[config.mk]
export PLATFORM = sky130hd
export DESIGN_NAME = load_seq_unit
export DESIGN_NICKNAME = d
export VERILOG_FILES = /design/src/rtl/load_seq_unit.sv
export SDC_FILE = /design/constraint.sdc
export NUM_CORES = 1
export LEC_CHECK = 0
export ABC_AREA = 1
export CELL_PAD_IN_SITES_DETAIL_PLACEMENT = 0
export CELL_PAD_IN_SITES_GLOBAL_PLACEMENT = 2
export CORE_UTILIZATION = 21
export CTS_BUF_LIST = sky130_fd_sc_hd__clkbuf_8 sky130_fd_sc_hd__clkbuf_16
export DETAILED_ROUTE_END_ITERATION = 16
export GPL_TIMING_DRIVEN = 0
export PLACE_DENSITY = 0.83
export SYNTH_ARGS = -nofsm -noshare
export SYNTH_HDL_FRONTEND = slang
export SYNTH_SLANG_ARGS = --single-unit
[constraint.sdc]
create_clock -name clk_i -period 1.5 [get_ports clk_i]
set_input_delay 0.375 -clock clk_i [delete_from_list [all_inputs] [get_ports clk_i]]
set_output_delay 0.375 -clock clk_i [all_outputs]
set_load 0.005 [all_outputs]
[src/rtl/load_seq_unit.sv]
// LSU load unit: one- or two-beat reads with byte merge and sign/zero extension.
// Define LOAD_SEQ_SPLIT_EN to split bus-word-crossing loads instead of faulting.
module load_seq_unit #(
  parameter int XLEN   = 32,
  parameter int ADDR_W = 32,
  parameter int TAG_W  = 5
) (
  input  logic              clk_i,
  input  logic              rst_ni,
  input  logic              req_valid_i,
  output logic              req_ready_o,
  input  logic [ADDR_W-1:0] req_addr_i,
  input  logic [1:0]        req_size_i,
  input  logic              req_unsigned_i,
  input  logic [TAG_W-1:0]  req_tag_i,
  output logic              mem_req_valid_o,
  input  logic              mem_req_ready_i,
  output logic [ADDR_W-1:0] mem_addr_o,
  output logic [XLEN/8-1:0] mem_rstrb_o,
  input  logic              mem_rvalid_i,
  input  logic [XLEN-1:0]   mem_rdata_i,
  output logic              resp_valid_o,
  input  logic              resp_ready_i,
  output logic [XLEN-1:0]   resp_data_o,
  output logic [TAG_W-1:0]  resp_tag_o,
  output logic              resp_misaligned_o
);
  localparam int B  = XLEN / 8;
  localparam int OW = $clog2(B);

  typedef enum logic [2:0] {
    IDLE, REQ0, WAIT0, REQ1, WAIT1, RESP
  } state_t;

  state_t            state_q, state_d;
  logic [ADDR_W-1:0] addr_q;
  logic [1:0]        size_q;
  logic              uns_q;
  logic [TAG_W-1:0]  tag_q;
  logic              fault_q;
  logic [XLEN-1:0]   data_q;
  logic              accept, done;

  logic [OW-1:0]     in_off;
  logic [3:0]        in_n;
  logic              in_cross, in_bad, in_fault;

  assign in_off   = req_addr_i[OW-1:0];
  assign in_n     = 4'd1 << req_size_i;
  assign in_cross = (5'(in_off) + 5'(in_n)) > 5'(B);
  assign in_bad   = (XLEN == 32) && (req_size_i == 2'd3);
`ifdef LOAD_SEQ_SPLIT_EN
  assign in_fault = in_bad;
`else
  assign in_fault = in_bad | in_cross;
`endif

  logic [OW-1:0]     off_q;
  logic [3:0]        n_q;
  logic [B-1:0]      nm, strb0;
  logic [ADDR_W-1:0] base;
  logic [2*XLEN-1:0] pair;

  assign off_q = addr_q[OW-1:0];
  assign n_q   = 4'd1 << size_q;
  assign nm    = (n_q >= 4'(B)) ? '1 : ~({B{1'b1}} << n_q);
  assign strb0 = nm << off_q;
  assign base  = {addr_q[ADDR_W-1:OW], {OW{1'b0}}};

`ifdef LOAD_SEQ_SPLIT_EN
  logic              cross_q, load0;
  logic [XLEN-1:0]   beat0_q;
  logic [B-1:0]      strb1;
  // Second beat covers the bytes that spilled past the first word.
  assign strb1 = nm >> (4'(B) - 4'(off_q));
  assign pair  = (state_q == WAIT1) ? {mem_rdata_i, beat0_q}
                                    : {{XLEN{1'b0}}, mem_rdata_i};
`else
  assign pair  = {{XLEN{1'b0}}, mem_rdata_i};
`endif

  function automatic logic [XLEN-1:0] fmt(
    input logic [2*XLEN-1:0] p,
    input logic [OW-1:0]     off,
    input logic [1:0]        sz,
    input logic              un
  );
    logic [2*XLEN-1:0] sh;
    logic [XLEN-1:0]   lo, msk, msb;
    logic [6:0]        nb;
    logic              sgn;
    sh  = p >> {off, 3'b000};
    lo  = sh[XLEN-1:0];
    nb  = 7'd8 << sz;
    msk = (nb >= 7'(XLEN)) ? '1 : ~({XLEN{1'b1}} << nb);
    msb = msk & ~(msk >> 1);
    sgn = |(lo & msb);
    return un ? (lo & msk) : ((lo & msk) | (sgn ? ~msk : '0));
  endfunction

  always_comb begin
    state_d           = state_q;
    accept            = 1'b0;
    done              = 1'b0;
    req_ready_o       = 1'b0;
    mem_req_valid_o   = 1'b0;
    mem_addr_o        = '0;
    mem_rstrb_o       = '0;
    resp_valid_o      = 1'b0;
    resp_data_o       = '0;
    resp_tag_o        = '0;
    resp_misaligned_o = 1'b0;
`ifdef LOAD_SEQ_SPLIT_EN
    load0             = 1'b0;
`endif
    unique case (state_q)
      IDLE: begin
        req_ready_o = 1'b1;
        if (req_valid_i) begin
          accept  = 1'b1;
          state_d = in_fault ? RESP : REQ0;
        end
      end
      REQ0: begin
        mem_req_valid_o = 1'b1;
        mem_addr_o      = base;
        mem_rstrb_o     = strb0;
        if (mem_req_ready_i) state_d = WAIT0;
      end
      WAIT0: begin
        if (mem_rvalid_i) begin
`ifdef LOAD_SEQ_SPLIT_EN
          if (cross_q) begin
            load0   = 1'b1;
            state_d = REQ1;
          end else begin
            done    = 1'b1;
            state_d = RESP;
          end
`else
          done    = 1'b1;
          state_d = RESP;
`endif
        end
      end
`ifdef LOAD_SEQ_SPLIT_EN
      REQ1: begin
        mem_req_valid_o = 1'b1;
        mem_addr_o      = base + ADDR_W'(B);
        mem_rstrb_o     = strb1;
        if (mem_req_ready_i) state_d = WAIT1;
      end
      WAIT1: begin
        if (mem_rvalid_i) begin
          done    = 1'b1;
          state_d = RESP;
        end
      end
`endif
      RESP: begin
        resp_valid_o      = 1'b1;
        resp_data_o       = data_q;
        resp_tag_o        = tag_q;
        resp_misaligned_o = fault_q;
        if (resp_ready_i) state_d = IDLE;
      end
      default: state_d = IDLE;
    endcase
  end

  always_ff @(posedge clk_i or negedge rst_ni) begin
    if (!rst_ni) state_q <= IDLE;
    else         state_q <= state_d;
  end

  always_ff @(posedge clk_i or negedge rst_ni) begin
    if (!rst_ni) begin
      addr_q  <= '0;
      size_q  <= '0;
      uns_q   <= 1'b0;
      tag_q   <= '0;
      fault_q <= 1'b0;
      data_q  <= '0;
    end else begin
      if (accept) begin
        addr_q  <= req_addr_i;
        size_q  <= req_size_i;
        uns_q   <= req_unsigned_i;
        tag_q   <= req_tag_i;
        fault_q <= in_fault;
        data_q  <= '0;
      end
      if (done) data_q <= fmt(pair, off_q, size_q, uns_q);
    end
  end

`ifdef LOAD_SEQ_SPLIT_EN
  always_ff @(posedge clk_i or negedge rst_ni) begin
    if (!rst_ni) begin
      cross_q <= 1'b0;
      beat0_q <= '0;
    end else begin
      if (accept) cross_q <= in_cross;
      if (load0)  beat0_q <= mem_rdata_i;
    end
  end
`endif

endmodule
==> key figures <==
Status
  – Outcome: finished, violations left
  – Violated checks: setup timing

CTS
  – CTS tree: built
  – Worst-Skew Late Latency: 350 ps
  – CTS clk-pin slew, worst paths: 60 ps
  – H-tree levels: 3
  – Clock Tree Root: clkbuf_16
  – CTS Sinks: 76
  – Clock buffer depth: 2
  – CTS buffer count: 9

Detailed routing
  – First-pass detailed-route iteration total: 5
  – Via count: 4565
  – Via density: 4.19
  – Overall routed net length: 17300 um
  – WL per Instance: 15.9 um
  – # DRC: 0
  – Initial drt markers: 194
  – ANT nets after route: 0

STA
  – Fin. max-slew vios: 0
  – Crit share post-route: 127%
  – Min Clock Period, post-route: 1910 ps
  – Setup ws final: -411 ps
  – Skew final: 7.90 ps
  – Final hold vios: 0
  – Slew @ Worst Pin: 609 ps
  – RSZ-0062 raised after global routing: yes
  – Final setup vio count: 119
  – Max Fclk: 523 MHz
  – Slew HR: 59.3%

Layout
  – Most frequent cells in the layout: nand2_1 (155), inv_1 (74), dfrtp_1 (74)
  – Synth-to-Final Area Change: 85.8%
  – Commonest non-fill, non-tap cell in the layout: nand2_1
  – Reg area: 0.00190 mm2
  – Final net count: 901
  – Area of the multi-input gates: 0.00253 mm2
  – Non-Filler Instances: 1090
  – # fillers: 2097
  – Diodes inserted: 0
  – Post-route cell area: 0.00781 mm2
  – Share of layout cells above drive strength 1: 36.6%

Synth
  – Synthesized flop and latch total: 76
  – Post-synth EDFFs: 0
  – Largest family of logic cells by synthesized area: simple AND/OR/NAND/NOR gates
  – Post-Synthesis Cells: 607
  – Syn. warnings: 0
  – Synth Area in XOR/XNOR: 0.208%
  – Post-synthesis mux area share: 0.268%
  – Area leader, netlist: dfrtp_1
  – Synth top area share: 45.3%
  – Seq/Total Area, Yosys: 45.3%
  – Ys flop type: dfrtp_1
  – Post-synthesis simple-gate area fraction: 30.3%
  – FFs w/ async S/R, synth: 100%
  – Synth area leaders: dfrtp_1 (45%), nand2_1 (14%), nor2_1 (10%), inv_1 (7.1%), a21oi_1 (6.2%)
  – Netlist cell types: 28
  – Compound-Gate Fraction of Synth Area: 11.2%
  – Mapped Avg Cell Area: 6.92 um2
  – Synth Cell Area: 0.00420 mm2
  – Adder-cell area share of the yosys netlist: 1.07%

Placed design
  – Port bufs: 152
  – Post-DP Area: 0.00610 mm2
  – DP Wirelength: 11400 um
  – Final GP Congestion: 0.790
  – Placed Instances: 1026

Worst setup path
  – Critical Path AT: 1540 ps
  – Reg-to-reg slack, setup: -80 ps
  – Worst setup path category: flip-flop to primary output
  – Critical Path End: mem_rstrb_o[3]
  – Reg-to-Reg Start: state_q[2]$_DFFE_PN0P_
  – Max stage delay on crit path: 410 ps
  – Crit path launch type: flip-flop
  – Critical Path Start: state_q[2]$_DFFE_PN0P_
  – CP endpoint kind: primary output
  – Worst R2R End: data_q[11]$_DFFE_PN0P_
  – Crit path cell chain: nand3b_1 > buf_4 > inv_2 > o21ai_1 > nor2_1 > buf_2
  – Critical path peak fanout: 4
  – Slowest-stage cell, CP: dfrtp_1
  – R2R cell count: 10
  – Critical path data required time: 1120 ps

Flow run
  – Number of max-cap violations: 0

Floorplan
  – Core area: 0.0195 mm2
  – Top Ports: 155
  – Row count: 51
  – Die area: 0.0206 mm2
  – Die Wd: 143 um
  – Initial Util: 21.5%
  – Chip height: 143 um

Power and ir drop
  – Share of power burned in registers: 22.3%
  – Pint: 8.23 mW
  – Peak VDD IR: 0.000770 V
  – Power Density: 1820 mW/mm2
  – Logic pwr share: 60.8%
  – Switching power: 6.02 mW
  – Switch share: 42.2%
  – Clock power frac: 17.0%
  – Pleak: 3.75 nW

GRT
  – Vias in the first global route: 4466
  – Total gr overflow: 0
  – Largest net degree at the start of global routing: 49
  – First-pass GRT wire length: 25100 um
  – Initial antenna violation count: 1
  – GRT Resource Usage Total: 16.4%

Min path
  – Hold Crit Class: input port to flip-flop
## area by class of cell
| cell class | count | share of cell area, % |
|---|---|---|
| well taps | 265 | 4.25 |
| clock buffers | 9 | 2.88 |
| multi-input cells | 414 | 32.5 |
| repair buffers | 199 | 24.2 |
| inverters | 86 | 4.42 |
| clock inverters | 7 | 1.17 |
| plain buffers | 34 | 6.23 |
| flip-flops and latches | 76 | 24.4 |
## flip-flops by register name, indices dropped and copies added (netlist names)
signal,flops
tag_q,5
data_q,32
state_q,3
size_q,2
addr_q,32
fault_q,1
uns_q,1
## layer usage
metal | global-route usage (%) | share of wire [%] | up-vias | wire length (um)
met5 | 0 | 0.075 | - | 13
met4 | 3.75 | 0.99 | 2 | 172
met3 | 5.83 | 8.3 | 11 | 1430
met2 | 25.2 | 45 | 161 | 7870
met1 | 21.8 | 45 | 2106 | 7830
li1 | - | - | 2285 | -
## per-stage QoR
stage	util [%]	hold slack (ps)	worst slack (ps)	TNS (ps)	total power, mW
final	40.0	304	-411	-28240	14.2
after global routing	40.0	306	-483	-38300	15.3
after CTS	35.3	322	-425	-25550	12.4
after detailed placement	31.2	347	-1000	-71580	8.71
after global placement	31.1	466	-2970	-297680	8.72
after floorplan	-	79.4	-112	-213	6.24
## how the worst min path moves through the flow
stage | cells after the start | from | endpoint | slack, ps
2_1_floorplan | 0 | rst_ni | addr_q[0]$_DFFE_PN0P_ | 80
3_3_place_gp | 2 | data_q[18]$_DFFE_PN0P_ | data_q[18]$_DFFE_PN0P_ | 470
3_5_place_dp | 1 | rst_ni | addr_q[24]$_DFFE_PN0P_ | 350
4_1_cts | 3 | req_size_i[1] | size_q[1]$_DFFE_PN0P_ | 320
5_1_grt | 3 | req_size_i[1] | size_q[1]$_DFFE_PN0P_ | 310
6_report | 3 | req_size_i[1] | size_q[1]$_DFFE_PN0P_ | 300
## timing repair
item,4_1_cts,5_1_grt
pin swaps,6,1
setup buffers,21,13
endpoints found under the setup margin,138,149
hold buffers,1,0
cloned,4,10
gates resized for setup,482,168
endpoints found under the hold margin,28,0
## power groups by stage
stage               sequential [mW]  clock [mW]  combinational, mW
global route                   3.26        2.57               9.44
detailed placement             3.20           0               5.51
finish                         3.18        2.42               8.66
global placement               3.17           0               5.54
floorplan                      3.12           0               3.12
CTS                            3.17        2.46               6.81
## logic make-up after synthesis
logic type	count (synthesis)
compound gates	93
xor+xnor	1
fa+ha+maj	3
buf+inv	120
flops	76
mux	1
other cells	1
simple gates	312
## critical path: cells and delay by family, from the launching register on
family	cells	cell delay, ps
DFF	1	410
buffers and inverters	3	390
and+or+nand+nor	2	310
AOI/OAI and AO/OA	1	80
## synth_stat cells (all sizes together) (2+ instances only)
library cell / number
nand2: 158
nor2: 119
inv: 85
dfrtp: 76
a21oi: 52
o21ai: 40
nand3: 32
buf: 21
clkbuf: 13
ha: 2
nand3b: 2
Note: power is estimated with default switching activity, not from simulation.
